$ cat config.mk
export PLATFORM = sky130hd
export DESIGN_NAME = vga_capture
export DESIGN_NICKNAME = d
export VERILOG_FILES = /design/src/rtl/vga_capture.sv
export SDC_FILE = /design/constraint.sdc
export NUM_CORES = 1
export LEC_CHECK = 0
export ABC_AREA = 1
export ABC_CLOCK_PERIOD_IN_PS = 6600
export CAP_MARGIN = 20
export CELL_PAD_IN_SITES_DETAIL_PLACEMENT = 1
export CELL_PAD_IN_SITES_GLOBAL_PLACEMENT = 1
export CORE_UTILIZATION = 44
export DETAILED_ROUTE_END_ITERATION = 12
export PLACE_DENSITY_LB_ADDON = 0.1
export SYNTH_ARGS = -nofsm -noshare
export SYNTH_HDL_FRONTEND = slang
export SYNTH_SLANG_ARGS = --single-unit
export TNS_END_PERCENT = 50
$ cat constraint.sdc
create_clock -name pclk -period 6.6 [get_ports pclk]
set_clock_uncertainty 0.15 [all_clocks]
set_input_delay 0.99 -clock pclk [delete_from_list [all_inputs] [get_ports pclk]]
set_output_delay 0.99 -clock pclk [all_outputs]
set_load 0.02 [all_outputs]
$ cat src/rtl/vga_capture.sv
// vga_capture: receiving end of the pixel-clock video stream. Finds frame and
// line boundaries, decimates active pixels by 2^DEC_LOG2 in both axes and
// writes kept pixels as RGB332 into an 8-bit VRAM write port at
// row*STRIDE + col. Reports measured geometry, frame-done pulses and lock /
// sync-error status.
//
// Ports:
//   pclk, rst_n        pixel clock, asynchronous active-low reset
//   hs, vs, de         sync and active-video inputs
//   r, g, b            8-bit pixel colour
//   enable             capture request
//   wr_en/addr/data    VRAM write port (registered, 2 cycles after the pixel)
//   frame_done         one-cycle pulse at each captured frame end
//   width, height      geometry of the last captured frame
//   locked             two consecutive identical clean frames seen
//   sync_err           sticky line-length mismatch
module vga_capture #(
    parameter int   DEC_LOG2  = 2,
    parameter int   STRIDE    = 160,
    parameter int   ROWS      = 100,
    parameter int   ADDR_W    = 14,
    parameter logic HS_ACTIVE = 1'b0,
    parameter logic VS_ACTIVE = 1'b1
) (
    input  logic              pclk,
    input  logic              rst_n,
    input  logic              hs,
    input  logic              vs,
    input  logic              de,
    input  logic [7:0]        r,
    input  logic [7:0]        g,
    input  logic [7:0]        b,
    input  logic              enable,
    output logic              wr_en,
    output logic [ADDR_W-1:0] wr_addr,
    output logic [7:0]        wr_data,
    output logic              frame_done,
    output logic [9:0]        width,
    output logic [9:0]        height,
    output logic              locked,
    output logic              sync_err
);

    localparam logic [1:0] S_IDLE    = 2'd0;
    localparam logic [1:0] S_WAIT_VS = 2'd1;
    localparam logic [1:0] S_CAPTURE = 2'd2;

    localparam logic [9:0] DMASK   = 10'((1 << DEC_LOG2) - 1);
    localparam logic [9:0] CNT_MAX = '1;

    // input stage
    logic        hs_q, vs_q, de_q;
    logic [7:0]  pix_q;
    logic        vs_d, de_v_d, en_d;

    logic [1:0]        state;
    logic [9:0]        x, y;
    logic [ADDR_W-1:0] row_base;
    logic [9:0]        ref_len, last_len;
    logic              ref_valid, mismatch;
    logic [9:0]        prev_w, prev_h;
    logic              prev_ok;

    logic       vs_act, frame_start, de_v, line_start, line_end;
    logic [9:0] x_cur, x_next, y_next, col, row;
    logic       keep_px, len_mm, mm_fin, frame_ok, lock_next;
    logic [9:0] w_fin, h_fin;

    logic unused_ok;
    assign unused_ok = ^{hs_q, HS_ACTIVE, r[4:0], g[4:0], b[5:0]};

    always_comb begin
        vs_act      = (vs_q == VS_ACTIVE);
        frame_start = vs_act && (vs_d != VS_ACTIVE);
        // de during vsync is not video: masking it here keeps those cycles
        // out of both the pixel path and the line-edge detection
        de_v        = de_q && !vs_act;
        line_start  = de_v && !de_v_d;
        line_end    = !de_v && de_v_d;
        x_cur       = line_start ? '0 : x;
        x_next      = (x_cur == CNT_MAX) ? x_cur : x_cur + 10'd1;
        y_next      = (y == CNT_MAX) ? y : y + 10'd1;
        col         = x_cur >> DEC_LOG2;
        row         = y >> DEC_LOG2;
        keep_px     = de_v && ((x_cur & DMASK) == '0) && ((y & DMASK) == '0) &&
                      (32'(col) < 32'(STRIDE)) && (32'(row) < 32'(ROWS));
        len_mm      = line_end && ref_valid && (x != ref_len);
        // a line ending in the boundary cycle still belongs to the ending frame
        w_fin       = line_end ? x : last_len;
        h_fin       = line_end ? y_next : y;
        mm_fin      = mismatch || len_mm;
        frame_ok    = (w_fin != '0) && (h_fin != '0) && !mm_fin;
        lock_next   = frame_ok && prev_ok && (w_fin == prev_w) && (h_fin == prev_h);
    end

    always_ff @(posedge pclk or negedge rst_n) begin
        if (!rst_n) begin
            hs_q       <= !HS_ACTIVE;
            // holding vs at its active level means a reset released during
            // vsync cannot fabricate a frame boundary
            vs_q       <= VS_ACTIVE;
            vs_d       <= VS_ACTIVE;
            de_q       <= 1'b0;
            de_v_d     <= 1'b0;
            pix_q      <= '0;
            en_d       <= 1'b0;
            state      <= S_IDLE;
            x          <= '0;
            y          <= '0;
            row_base   <= '0;
            ref_len    <= '0;
            last_len   <= '0;
            ref_valid  <= 1'b0;
            mismatch   <= 1'b0;
            prev_w     <= '0;
            prev_h     <= '0;
            prev_ok    <= 1'b0;
            wr_en      <= 1'b0;
            wr_addr    <= '0;
            wr_data    <= '0;
            frame_done <= 1'b0;
            width      <= '0;
            height     <= '0;
            locked     <= 1'b0;
            sync_err   <= 1'b0;
        end else begin
            hs_q   <= hs;
            vs_q   <= vs;
            de_q   <= de;
            pix_q  <= {r[7:5], g[7:5], b[7:6]};
            vs_d   <= vs_q;
            de_v_d <= de_v;
            en_d   <= enable;

            wr_en      <= 1'b0;
            frame_done <= 1'b0;

            if (enable && !en_d)
                sync_err <= 1'b0;

            case (state)
                S_IDLE: begin
                    if (enable)
                        state <= S_WAIT_VS;
                end
                S_WAIT_VS: begin
                    if (frame_start)
                        state <= S_CAPTURE;
                end
                S_CAPTURE: begin
                    if (de_v)
                        x <= x_next;
                    if (keep_px) begin
                        wr_en   <= 1'b1;
                        wr_addr <= row_base + ADDR_W'(col);
                        wr_data <= pix_q;
                    end
                    if (line_end) begin
                        y        <= y_next;
                        last_len <= x;
                        if (!ref_valid) begin
                            ref_len   <= x;
                            ref_valid <= 1'b1;
                        end
                        if (len_mm) begin
                            mismatch <= 1'b1;
                            sync_err <= 1'b1;
                        end
                        if ((y & DMASK) == '0)
                            row_base <= row_base + ADDR_W'(STRIDE);
                    end
                    if (frame_start) begin
                        frame_done <= 1'b1;
                        width      <= w_fin;
                        height     <= h_fin;
                        prev_w     <= w_fin;
                        prev_h     <= h_fin;
                        if (enable) begin
                            locked  <= lock_next;
                            prev_ok <= frame_ok;
                        end else begin
                            locked  <= 1'b0;
                            prev_ok <= 1'b0;
                            state   <= S_IDLE;
                        end
                    end
                end
                default: state <= S_IDLE;
            endcase

            // new frame: placed after the line-end updates so the clear wins
            if (frame_start && (state == S_WAIT_VS || state == S_CAPTURE)) begin
                x         <= '0;
                y         <= '0;
                row_base  <= '0;
                last_len  <= '0;
                ref_len   <= '0;
                ref_valid <= 1'b0;
                mismatch  <= 1'b0;
            end
        end
    end

endmodule

==> metrics.md, run 1 <==
| Metric | Value |
|---|---|
| Share of the synthesized area in the top cell type | 0.462 |
| Fill cells | 1624 |
| Seq/Total Area, Yosys | 0.471 |
| Syn nets | 820 |
| Input/output buffers | 58 |
| Tot GR Track Use | 0.271 |
| Final nets | 880 |
| FFs w/ async S/R, synth | 1.00 |
| Main synth FF type | dfrtp_1 |
| Skew-Pair Late Insertion Delay | 0.42 ns |
| Post-synthesis register bit count | 113 |
| Critical path capture point type | flip-flop |
| Fin. max-slew vios | 0 |
| FMAX | 301 MHz |
| Clock tree buffer depth | 2 |
| Leakage | 3.55 nW |
| Setup repair bufs after CTS | 0 |
| Minimum clock period | 3.33 ns |
| Core area | 0.0133 mm² |
| Number of I/O pins | 76 |
| Util after Layout | 0.557 |
| Post-synthesis cell count | 778 |
| CTS Sinks | 113 |
| Fin crit share | 0.504 |
| Detailed Route WL | 17.8 mm |
| DIE AREA | 0.0141 mm² |
| Fin worst setup slack | 3.27 ns |
| WL per Instance | 17.3 µm |
| First-pass iteration count of the detailed router | 4 |
| Largest net degree at the start of global routing | 66 |
| Worst slew margin | 0.449 |
| WP data required | 6.72 ns |
| Rows | 42 |
| Leading area contributor after synthesis | dfrtp_1 |
| Clk root buf | clkbuf_16 |
| Initial antenna violation count | 0 |
| Hold-fix buffers at CTS | 0 |
| Post-synth top cells | nand2_1, dfrtp_1, inv_1 |
| Antenna Cells | 0 |
| Mean Syn Cell Area | 7.73 µm² |
| Die X-Extent | 119 µm |
| Synthesized area | 0.00601 mm² |
| Vias | 5526 |
| Vias in the first global route | 5969 |
| Most common cell in the netlist | nand2_1 |
| Share of post-route cells with drive strength above 1 | 0.0823 |
| Post-synth EDFFs | 0 |
| Vias per cell | 5.38 |
| CTS Buf Count | 17 |
| Cell area after layout | 0.00741 mm² |
| CTS tree | built |
| DP HPWL | 12.3 mm |
| H-Tree Depth | 4 |
| Clk slew on worst S/H paths | 0.05 ns |
| Die height | 119 µm |
| Final Setup Violations | 0 |
| Maximum vdd drop | 0.267 mV |
| Hold Vio Cnt, Final | 0 |
| Starting Density | 0.452 |
| Non-filler cells, final | 1027 |
| Dpl ws | 3.32 ns |
| Worst min-delay path class | reg -> reg |
| ANT nets after route | 0 |
| Area Growth Syn to Fin | 23.2% |
| Unrepaired setup endpoints after global routing | false |
| Total gr overflow | 0 |
| Yosys warns | 0 |
| Cell variety after synth | 40 |
| Outcome | finished clean |
| PostCTS Resize Cnt | 0 |
| First-pass GRT wire length | 29.9 mm |
| Gpl congestion | 0.804 |
| Placed insts | 995 |
| Worst-margin pin slew | 0.827 ns |
| Max-cap violations | 0 |
| Initial DRC count | 339 |
| Remaining DRCs | 0 |
| Main area contributors after synthesis | dfrtp_1, nand2_1, nand3_1 |
| PwrDens | 378 mW/mm² |
| Placed cell area | 0.00672 mm² |
| Max Fanout on Critical Path | 33 |
| TNS Setup | 0 ns |
| Data arrival time of the critical path | 3.45 ns |
| Worst setup SP type | flip-flop |
| CP Class | reg -> reg |
==> cell families (layout without fill, tap and decap cells) <==
family | count (synthesis) | in the layout | share of synthesized area
AO/OA/AOI/OAI | 113 | 113 | 0.103
other | 1 | 1 | 0.000624
XOR/XNOR | 15 | 15 | 0.0218
adder cells (fa/ha/maj) | 12 | 12 | 0.0250
AND/OR/NAND/NOR | 405 | 405 | 0.298
flip-flops | 113 | 113 | 0.471
buffers and inverters | 119 | 192 | 0.0814
==> critical path, cell delays in order, from the launching register on <==
cell     delay [ns]
dfrtp_1        0.55
inv_2          0.16
nand2_1        0.32
nand2_1        0.24
ha_1           0.21
nand3_1        0.08
nor2_1         0.11
o31ai_1        0.10
nor2_2         0.55
inv_2          0.42
nand2_1        0.17
o21ai_0        0.10
==> state kept, by name (all words and copies together) (netlist names), 8 cells and up <==
register  flops
wr_addr      14
last_len     10
prev_h       10
prev_w       10
ref_len      10
x            10
y            10
row_base      9
pix_q         8
wr_data       8
==> area by class of cell <==
type	count	area, µm²	area share
clock buffer	21	480	0.0649
timing repair buffer	62	608	0.0821
tap	176	220	0.0297
sequential	113	2830	0.382
inverter	98	368	0.0497
clock inverter	11	205	0.0277
multi-input combinational	546	2690	0.364
==> per-stage QoR <==
stage	hold slack [ns]	total power, W
2_1_floorplan	0.234	0.00139
6_report	0.247	0.00280
3_3_place_gp	0.236	0.00169
5_1_grt	0.254	0.00294
4_1_cts	0.246	0.00282
3_5_place_dp	0.238	0.00173
==> path summary, 6_finish.rpt <==
path	start	endpoint	slack (ns)	cells after the start
min in group asynchronous	rst_n	wr_data[3]$_DFFE_PN0P_	0.45	1
max	de_v_d$_DFF_PN0_	wr_addr[13]$_DFFE_PN0P_	3.27	11
min	vs_act$_DFF_PN1_	vs_d$_DFF_PN1_	0.25	0
max reg2reg	de_v_d$_DFF_PN0_	wr_addr[13]$_DFFE_PN0P_	3.27	11
min reg2reg	vs_act$_DFF_PN1_	vs_d$_DFF_PN1_	0.25	0
max in group asynchronous	rst_n	x[1]$_DFFE_PN0P_	4.57	2
==> power breakdown <==
group	leakage (nW)	total, W	switching (W)	internal (W)
combinational	1.70	0.000819	0.000524	0.000295
clock	0.343	0.00107	0.000322	0.000744
sequential	1.51	0.000915	0.0000965	0.000819
total	3.55	0.00280	0.000942	0.00186
==> per-layer routing <==
| metal | vias up | track usage | share of wire |
|---|---|---|---|
| li1 | 2631 | - | - |
| met1 | 2758 | 0.331 | 0.43 |
| met2 | 102 | 0.471 | 0.52 |
| met3 | 35 | 0.0450 | 0.029 |
| met4 | 0 | 0.119 | 0.023 |
| met5 | - | 0 | 0 |
==> layout by cell type, fill, tap and decap left out, types with 2 or more instances in the layout <==
cell type        synthesis  routed
nand2_1                232     232
dfrtp_1                111     111
inv_1                   92      92
nand3_1                 79      79
clkdlybuf4s50_1          0      57
nor2_1                  51      51
o21ai_0                 51      51
o22ai_1                 21      21
o21ai_1                 17      17
clkbuf_16                0      17
a21oi_1                 16      16
xor2_1                  14      14
ha_1                    12      12
nand4_1                  7       7
inv_2                    6       6
nor3_1                   6       6
nand3b_1                 6       6
bufinv_16                0       6
nor2_4                   5       5
nand2_2                  5       5
clkinv_2                 0       5
buf_4                    1       5
clkbuf_8                 0       4
nor2_2                   3       3
or2_2                    3       3
o31ai_1                  2       2
nand3_2                  2       2
nor3_2                   2       2
dfstp_2                  2       2
Note: power is estimated with default switching activity, not from simulation.
==> inputs of run 2 (changes only) <==
- ABC_CLOCK_PERIOD_IN_PS: 6600 -> 3040
- CORE_UTILIZATION: 44 -> 37
- clock period: 6.6 -> 3.04 ns (I/O delays scaled with it)
==> run 2 against run 1 <==
Compared with the run above:
- flip-flop and latch count stayed put
- die area grew 19%
- cell area up 1.9%
- worst hold slack better by 0.00082 ns
- sequential power up 120%
- setup slack lost 2.9 ns
- total power grew 120%
- non-clock buffer count increased by 10
- final cell count grew 4.8%
- highest routed layer unchanged
==> metrics.md, run 2 (same netlist as run 1, synthesis figures left out) <==
| Metric | Value |
|---|---|
| CP Class | reg -> reg (unchanged) |
| Vias | 5397 (was 5526) |
| Reg2reg setup slack | 0.38 ns (was 3.27 ns) |
| Worst path bufs/invs | 2 (unchanged) |
| Commonest cells after routing, fill and taps aside | nand2_1, dfrtp_1, inv_1 (unchanged) |
| Clk root buf | clkbuf_16 (unchanged) |
| Leakage | 3.59 nW (was 3.55 nW) |
| CTS tree | built (unchanged) |
| Starting Density | 0.379 (was 0.452) |
| Critical path's top delay family | simple AND/OR/NAND/NOR gates (unchanged) |
| Input/output buffers | 58 (unchanged) |
| DP HPWL | 12.6 mm (was 12.3 mm) |
| Final Power | 0.00609 W (was 0.00280 W) |
| Vias in the first global route | 5544 (was 5969) |
| Final nets | 890 (was 880) |
| Fill cells | 1976 (was 1624) |
| Antenna Cells | 0 (unchanged) |
| Core area | 0.0159 mm² (was 0.0133 mm²) |
| Outcome | finished clean (unchanged) |
| R2R cell count | 14 (was 11) |
| Minimum clock period | 2.66 ns (was 3.33 ns) |
| Net Sw Power | 0.00203 W (was 0.000942 W) |
| Total gr overflow | 0 (unchanged) |
| FMAX | 376 MHz (was 301 MHz) |
| Initial antenna violation count | 0 (unchanged) |
| Rows | 46 (was 42) |
| Worst min-delay path class | reg -> reg (unchanged) |
| First-pass iteration count of the detailed router | 4 (unchanged) |
| Number of I/O pins | 76 (unchanged) |
| First-pass GRT wire length | 28.4 mm (was 29.9 mm) |
| Remaining DRCs | 0 (unchanged) |
| WP data required | 3.19 ns (was 6.72 ns) |
| Worst-margin pin slew | 0.813 ns (was 0.827 ns) |
| Reg-to-Reg Start | de_q$_DFF_PN0_ (was de_v_d$_DFF_PN0_) |
| Data arrival time of the critical path | 2.81 ns (was 3.45 ns) |
| Detailed Route WL | 17.2 mm (was 17.8 mm) |
| H-Tree Depth | 4 (unchanged) |
| Switch share | 0.334 (was 0.337) |
| CTS Buf Count | 17 (unchanged) |
| Hold Vio Cnt, Final | 0 (unchanged) |
| Cell count along the critical path | 14 (was 11) |
| Hold Crit Start | vs_act$_DFF_PN1_ (unchanged) |
| Util after Layout | 0.475 (was 0.557) |
| Most common cell after layout, fill and taps aside | nand2_1 (unchanged) |
| Most flop-heavy register | wr_addr (unchanged) |
| Max FFs per register | 14 (unchanged) |
| WL per Instance | 16.0 µm (was 17.3 µm) |
| Combinational share of power | 0.293 (was 0.292) |
| Skew-Pair Late Insertion Delay | 0.41 ns (was 0.42 ns) |
| Fin crit share | 0.875 (was 0.504) |
| Seq pwr share | 0.324 (was 0.327) |
| Worst setup SP type | flip-flop (unchanged) |
| Initial DRC count | 271 (was 339) |
| Clock Power Share | 0.383 (was 0.381) |
| Gpl congestion | 0.857 (was 0.804) |
| Largest net degree at the start of global routing | 49 (was 66) |
| PwrDens | 807 mW/mm² (was 378 mW/mm²) |
| Unrepaired setup endpoints after global routing | false (unchanged) |
| Maximum vdd drop | 0.432 mV (was 0.267 mV) |
| CP startpoint | de_q$_DFF_PN0_ (was de_v_d$_DFF_PN0_) |
| Die height | 129 µm (was 119 µm) |
| Clock tree buffer depth | 2 (unchanged) |
| Crit-path cells | inv_1 -> nor2_4 -> nand2_1 -> nand2_1 -> inv_1 -> ha_1 -> a21oi_1 -> o21bai_1 -> a31oi_2 -> nor2_1 -> nand2_1 -> nand2_1 -> nand3_1 -> nand2_1 (was inv_2 -> nand2_1 -> nand2_1 -> ha_1 -> nand3_1 -> nor2_1 -> o31ai_1 -> nor2_2 -> inv_2 -> nand2_1 -> o21ai_0) |
| Most frequent CP cell | nand2_1 (unchanged) |
| Tot GR Track Use | 0.223 (was 0.271) |
| Final Setup Violations | 0 (unchanged) |
| CP max stage delay | 0.39 ns (was 0.55 ns) |
| Max Fanout on Critical Path | 6 (was 33) |
| Area Growth Syn to Fin | 25.5% (was 23.2%) |
| DIE AREA | 0.0168 mm² (was 0.0141 mm²) |
| Slowest-stage cell, CP | dfrtp_1 (unchanged) |
| ANT nets after route | 0 (unchanged) |
| Cell-internal power | 0.00406 W (was 0.00186 W) |
| TNS Setup | 0 ns (unchanged) |
| Setup repair bufs after CTS | 0 (unchanged) |
| Critical path capture point type | flip-flop (unchanged) |
| Vias per cell | 5.02 (was 5.38) |
| Die X-Extent | 129 µm (was 119 µm) |
| Clk slew on worst S/H paths | 0.05 ns (about the same) |
| Max-cap violations | 0 (unchanged) |
| Share of post-route cells with drive strength above 1 | 0.0907 (was 0.0823) |
| Fin. max-slew vios | 0 (unchanged) |
| Hold depth | 0 (unchanged) |
| Worst slew margin | 0.454 (was 0.449) |
| CTS Sinks | 113 (unchanged) |
[run 2: worst paths after layout]
path | endpoint
max | wr_addr[12]$_DFFE_PN0P_
min | vs_d$_DFF_PN1_
max reg2reg | wr_addr[12]$_DFFE_PN0P_
min reg2reg | vs_d$_DFF_PN1_
max in group asynchronous | prev_w[1]$_DFFE_PN0P_
min in group asynchronous | wr_addr[9]$_DFFE_PN0P_
[run 2: power by group through the flow]
stage / registers (W) / logic [W] / clock network [W]
3_3_place_gp: 0.00199 / 0.00174 / 0
5_1_grt: 0.00201 / 0.00198 / 0.00243
6_report: 0.00197 / 0.00178 / 0.00233
3_5_place_dp: 0.00200 / 0.00179 / 0
2_1_floorplan: 0.00215 / 0.000874 / 0
4_1_cts: 0.00198 / 0.00181 / 0.00237
[run 2: repair_timing]
| action | in CTS | in global routing |
|---|---|---|
| hold endpoints to repair | 31 | 0 |
| resized for setup | 0 | 0 |
| hold buffers | 1 | 0 |
[run 2: stage by stage]
stage                     instances  hold WS, ns  worst slack (ns)  cell area, µm²
after floorplan                 778       0.0104             0.775            6010
after global placement         1044        0.237             0.489            6850
after detailed placement       1044        0.242             0.386            6850
after CTS                      1076        0.248             0.344            7540
after global routing           1076        0.251             0.175            7540
final                          1076        0.247             0.381            7540
[run 2: metal layers]
metal / global-route usage / up-vias / wire, µm
met5: 0 / - / 0
met4: 0.0705 / 0 / 221
met3: 0.0392 / 20 / 402
met2: 0.378 / 60 / 8570
met1: 0.290 / 2664 / 8020
li1: - / 2653 / -
[run 2: final cells by class]
| type | count | area (µm²) | area share |
|---|---|---|---|
| clock inverters | 10 | 204 | 0.0270 |
| flip-flops and latches | 113 | 2830 | 0.375 |
| well taps | 216 | 270 | 0.0358 |
| multi-input cells | 546 | 2690 | 0.357 |
| clock buffers | 21 | 480 | 0.0637 |
| inverters | 98 | 368 | 0.0488 |
| repair buffers | 72 | 698 | 0.0925 |
